$ cat src/rtl/fifo_arb_pkg.sv
// Shared types and default sizing for the FIFO write-port arbiter.
// Per-instance widths are derived in the top module from its own parameters.
package fifo_arb_pkg;

  typedef enum logic {
    IDLE  = 1'b0,
    GRANT = 1'b1
  } arb_state_t;

  localparam int NREQ_DEF  = 4;
  localparam int DW_DEF    = 8;
  localparam int BURST_DEF = 4;

  localparam int IDXW = $clog2(NREQ_DEF);
  localparam int CNTW = $clog2(BURST_DEF + 1);

endpackage

$ cat src/rtl/fifo_rr_pick.sv
// Combinational round-robin picker: the first requester at or after ptr, wrapping modulo NREQ.
// The wrap is explicit so that a non-power-of-2 NREQ never selects an out-of-range index.
module fifo_rr_pick #(
  parameter int NREQ = 4,
  parameter int IDXW = $clog2(NREQ)
) (
  input  logic [NREQ-1:0] req,
  input  logic [IDXW-1:0] ptr,
  output logic            valid,
  output logic [IDXW-1:0] idx
);

  int j;

  // Scan from the farthest offset back to ptr, so the closest hit is written last and wins.
  always_comb begin
    valid = 1'b0;
    idx   = '0;
    j     = 0;
    for (int k = NREQ - 1; k >= 0; k--) begin
      j = int'(ptr) + k;
      if (j >= NREQ) j = j - NREQ;
      if (req[j]) begin
        valid = 1'b1;
        idx   = IDXW'(j);
      end
    end
  end

endmodule

$ cat src/rtl/fifo_wr_arbiter.sv
// Round-robin arbiter multiplexing NREQ producers onto the shared FIFO write port.
// Each grant tenure is limited to BURST words.
//
//   state | meaning
//   ------+------------------------------------------------------------------
//   IDLE  | arbitration bubble: pick the next owner from ptr; no write happens
//   GRANT | owner writes while it requests and the FIFO is not full
module fifo_wr_arbiter
  import fifo_arb_pkg::*;
#(
  parameter int NREQ  = NREQ_DEF,
  parameter int DW    = DW_DEF,
  parameter int BURST = BURST_DEF
) (
  input  logic                      clk,
  input  logic                      reset,
  input  logic [NREQ-1:0]           req,
  input  logic [NREQ*DW-1:0]        wdata,
  output logic [NREQ-1:0]           ack,
  input  logic                      fifo_full,
  output logic                      fifo_wrreq,
  output logic [DW-1:0]             fifo_wrdata,
  output logic [$clog2(NREQ)-1:0]   owner,
  output logic                      busy
);

  localparam int IDX_W = $clog2(NREQ);
  localparam int CNT_W = $clog2(BURST + 1);

  arb_state_t        state, state_d;
  logic [IDX_W-1:0]  ptr, ptr_d;
  logic [IDX_W-1:0]  owner_d;
  logic [CNT_W-1:0]  cnt, cnt_d;
  logic [IDX_W-1:0]  owner_nxt;
  logic              pick_valid;
  logic [IDX_W-1:0]  pick_idx;
  logic              wr;

  fifo_rr_pick #(
    .NREQ (NREQ),
    .IDXW (IDX_W)
  ) u_pick (
    .req   (req),
    .ptr   (ptr),
    .valid (pick_valid),
    .idx   (pick_idx)
  );

  assign owner_nxt = (owner == IDX_W'(NREQ - 1)) ? '0 : owner + IDX_W'(1);

  always_ff @(posedge clk) begin
    if (reset) begin
      state <= IDLE;
      ptr   <= '0;
      owner <= '0;
      cnt   <= '0;
    end else begin
      state <= state_d;
      ptr   <= ptr_d;
      owner <= owner_d;
      cnt   <= cnt_d;
    end
  end

  // Outputs are gated with reset so nothing is written in the reset cycle itself.
  always_comb begin
    state_d     = state;
    ptr_d       = ptr;
    owner_d     = owner;
    cnt_d       = cnt;
    ack         = '0;
    wr          = 1'b0;
    fifo_wrdata = '0;
    busy        = (state == GRANT) && !reset;

    for (int i = 0; i < NREQ; i++) begin
      if (owner == IDX_W'(i)) fifo_wrdata = wdata[i*DW +: DW];
    end

    case (state)
      IDLE: begin
        if (pick_valid) begin
          owner_d = pick_idx;
          cnt_d   = '0;
          state_d = GRANT;
        end
      end
      GRANT: begin
        wr = req[owner] && !fifo_full && !reset;
        if (wr) begin
          ack[owner] = 1'b1;
          cnt_d      = cnt + CNT_W'(1);
          if (cnt == CNT_W'(BURST - 1)) begin
            state_d = IDLE;
            ptr_d   = owner_nxt;
          end
        end else if (!req[owner]) begin
          state_d = IDLE;
          ptr_d   = owner_nxt;
        end
      end
      default: state_d = IDLE;
    endcase

    fifo_wrreq = wr;
  end

endmodule

$ cat config.mk
export PLATFORM = sky130hd
export DESIGN_NAME = fifo_wr_arbiter
export DESIGN_NICKNAME = d
export VERILOG_FILES = /design/src/rtl/fifo_arb_pkg.sv /design/src/rtl/fifo_rr_pick.sv /design/src/rtl/fifo_wr_arbiter.sv
export SDC_FILE = /design/constraint.sdc
export NUM_CORES = 1
export LEC_CHECK = 0
export ABC_CLOCK_PERIOD_IN_PS = 4030
export CAP_MARGIN = 5
export CELL_PAD_IN_SITES_DETAIL_PLACEMENT = 1
export CELL_PAD_IN_SITES_GLOBAL_PLACEMENT = 1
export CORE_ASPECT_RATIO = 0.75
export CORE_MARGIN = 10
export CORE_UTILIZATION = 25
export CTS_BUF_LIST = sky130_fd_sc_hd__clkbuf_4 sky130_fd_sc_hd__clkbuf_8
export DETAILED_ROUTE_END_ITERATION = 16
export MAX_ROUTING_LAYER = met4
export PLACE_DENSITY = 0.92
export SLEW_MARGIN = 20
export SYNTH_ARGS = -nofsm -noshare
export SYNTH_HDL_FRONTEND = slang
export SYNTH_HIERARCHICAL = 1
export SYNTH_SLANG_ARGS = --single-unit
$ cat constraint.sdc
create_clock -name clk -period 4.03 [get_ports clk]
set_clock_uncertainty 0.05 [all_clocks]
set_input_delay 0.806 -clock clk [delete_from_list [all_inputs] [get_ports clk]]
set_output_delay 0.806 -clock clk [all_outputs]
set_load 0.1 [all_outputs]
==> impl_metrics.toml <==
[drt]
wl_per_cell_um = 17.8
drt-initial-drc-count = 42
ant_nets = 0
dr.pass1.iters = 4
remaining_drc_errors = 0
dr_total_vias = 958
via_per_inst = 4.89
routed_wl_mm = 3.48

[worst_hold_path]
min_path_cells = 1
min_to = "cnt[0]$_SDFFE_PP0P_"
hold_start = "cnt[0]$_SDFFE_PP0P_"
hold_class = "reg -> reg"

[timing]
final.period_utilization_pct = 84.6
setup_viol = 0
maxSlewHeadroom_pct = 34.4
min_period_ns = 3.41
hold_viol_final = 0
drv_slew = 0
max_freq_ghz = 0.293
tightest_slew_ns = 0.981
rsz0062_at_grt = "false"
setup_ws_ns = 0.620

[cells_and_area]
layout-drive-gt1-share_pct = 23.7
diodes = 0
layout_common_cells = "clkdlybuf4s50_1 (40), nand2_1 (12), nor2b_1 (10), buf_4 (10)"
fill_cells = 364
stdcell_area_um2 = 1580
nNetsFinal = 203
area_growth_pct = 84.1
multi_input_area_um2 = 737
final_common_cell = "clkdlybuf4s50_1"
regArea_um2 = 160

[global_routing]
grt_overflow = 0
grt_max_degree = 18
grt_pass1_wl_mm = 5.49
antenna_found_initial = 0
grt_pass1_vias = 1121
grt_use_total_pct = 11.2

[critical_path]
reg2reg_slack_ns = 2.17
critical_path_required_ns = 3.17
path_max_fanout = 12
r2r-start = "owner[0]$_SDFFE_PP0P_"
reg2reg_depth = 4
crit_path_end_kind = "output port"
worstPathCellList = "clkdlybuf4s50_1, nor2_1, nand2_1, a211oi_4, and2_2, buf_12"
critPathLaunchType = "primary input"
rr_endpoint = "ptr[0]$_SDFFE_PP0P_"
critPathSlowestCell = "clkdlybuf4s50_1"
critPathMaxStageDelay_ns = 0.60
critical_path_arrival_ns = 2.55
worstSetupPathType = "in -> out"

[die]
fp.coreArea_um2 = 3290
rows = 18
die_x_um = 87.6
start_util_pct = 26.0
die-height_um = 70.7
io-pin-count = 55
die_area_um2 = 6190

[clocking]
ctsHoldBuffers = 0
clk-insertion-delay-late_ns = 0.23
cts_sinks = 8
numCtsBuffers = 3
cts_root_buf = "clkbuf_8"
cts_max_level = 1
clk_path_buf_depth = 2
cts.clk_slew.worst_paths_ns = 0.04
cts_tree = "done"
cts_resized = 0
cts_setup_buffers = 0

[yosys]
synth.distinct_cells = 27
netlist_instances = 104
synth.yosys.warnings = 6
synth_seq_area_share_pct = 18.7
syn_nets = 149
synth_area_um2 = 856
avgSynthCellArea_um2 = 8.23
synth_seq_cells = 8

[power_and_ir_drop]
seqPwrFrac_pct = 18.3
power.internal_uw = 257
power_density_nw_per_um2 = 327
combPwrFrac_pct = 63.1
power_leakage_uw = 0.000603
p_sw_share_pct = 50.2
clockPowerShare_pct = 18.6
p_switching_uw = 259
vdd_drop_max_v = 0.000132

[outcome]
status = "complete, no violations"

[placed_design]
portBuffers = 54
post-place-ws_ns = 0.603
place_congestion = 0.751
placed_cell_area_um2 = 1530
dpl.hpwl_mm = 2.92

[run]
cap_violations = 0
worst max path at each step:
stage	endpoint	start
after floorplan	fifo_wrdata[0]	owner[1]$_SDFFE_PP0P_
after global placement	ack[2]	reset
after detailed placement	ack[1]	reset
after CTS	ack[1]	reset
after global routing	ack[1]	reset
final	ack[1]	reset
state kept, by name, indices dropped and copies added, names as in the netlist:
name   cells
state      1
owner      2
ptr        2
cnt        3
kinds of logic (layout without fill, tap and decap cells):
kind of cell / Yosys count / after routing / share of synthesized area, %
simple gates: 49 / 49 / 31.6
compound gates: 22 / 22 / 22.1
mux: 10 / 10 / 13.0
buf+inv: 9 / 61 / 5.85
flops: 8 / 8 / 18.7
fa+ha+maj: 6 / 6 / 8.77
critical path, delay by kind of cell:
| family | cells | cell delay, ns |
|---|---|---|
| buffers and inverters | 2 | 0.77 |
| and+or+nand+nor | 3 | 0.56 |
| AOI/OAI and AO/OA | 1 | 0.41 |
synth_stat cells, drive strengths merged:
library cell  number  share of area (%)
mux2i              7                8.2
a221oi             7                7.2
nor2b             10                7.3
nor3b              3                2.6
o31ai              7                6.1
dfxtp              8                 19
nand2b             5                3.7
nand2             12                5.3
o21ai              1               0.58
buf                1                2.3
and2               4                3.5
and3               1               0.73
nor3               1               0.58
a311oi             1                1.8
nor2               9                4.2
ha                 6                8.8
clkbuf             5                2.2
inv                3                1.3
and3b              1                1.0
a211oi             3                4.7
a21oi              3                1.8
mux2               3                4.8
nand3b             3                2.6
layer usage:
layer	up-vias	part of all wire (%)	wire length [um]	GRT usage (%)
met4	0	0.63	22	2.65
li1	478	-	-	-
met2	28	52	1810	19.8
met3	2	5.2	182	3.66
met5	-	0	0	-
met1	450	42	1470	11.7
final cells by class:
cell class / count / area share [%]
Clock buffer: 3 / 2.62
Inverter: 3 / 0.715
Multi-Input combinational cell: 87 / 46.8
Sequential cell: 8 / 10.2
Tap cell: 40 / 3.18
Timing Repair Buffer: 55 / 36.5
per-stage QoR:
stage | cells | power (uW) | hold slack [ns] | setup TNS [ns] | utilization [%]
6_report | 196 | 516 | 0.459 | 0 | 47.9
5_1_grt | 196 | 542 | 0.490 | 0 | 47.9
4_1_cts | 196 | 521 | 0.460 | 0 | 47.9
3_5_place_dp | 193 | 424 | 0.445 | 0 | 46.7
3_3_place_gp | 193 | 415 | 0.414 | 0 | 46.7
2_1_floorplan | 104 | 334 | 0.394 | -0.0801 | -
power by group through the flow:
stage / sequential, uW / combinational [uW] / clock, uW
3_3_place_gp: 95.1 / 319 / 0
4_1_cts: 94.6 / 329 / 98.2
6_report: 94.5 / 325 / 95.9
5_1_grt: 95.5 / 340 / 106
2_1_floorplan: 104 / 230 / 0
3_5_place_dp: 95.9 / 328 / 0
(Power assumes the default switching activity.)
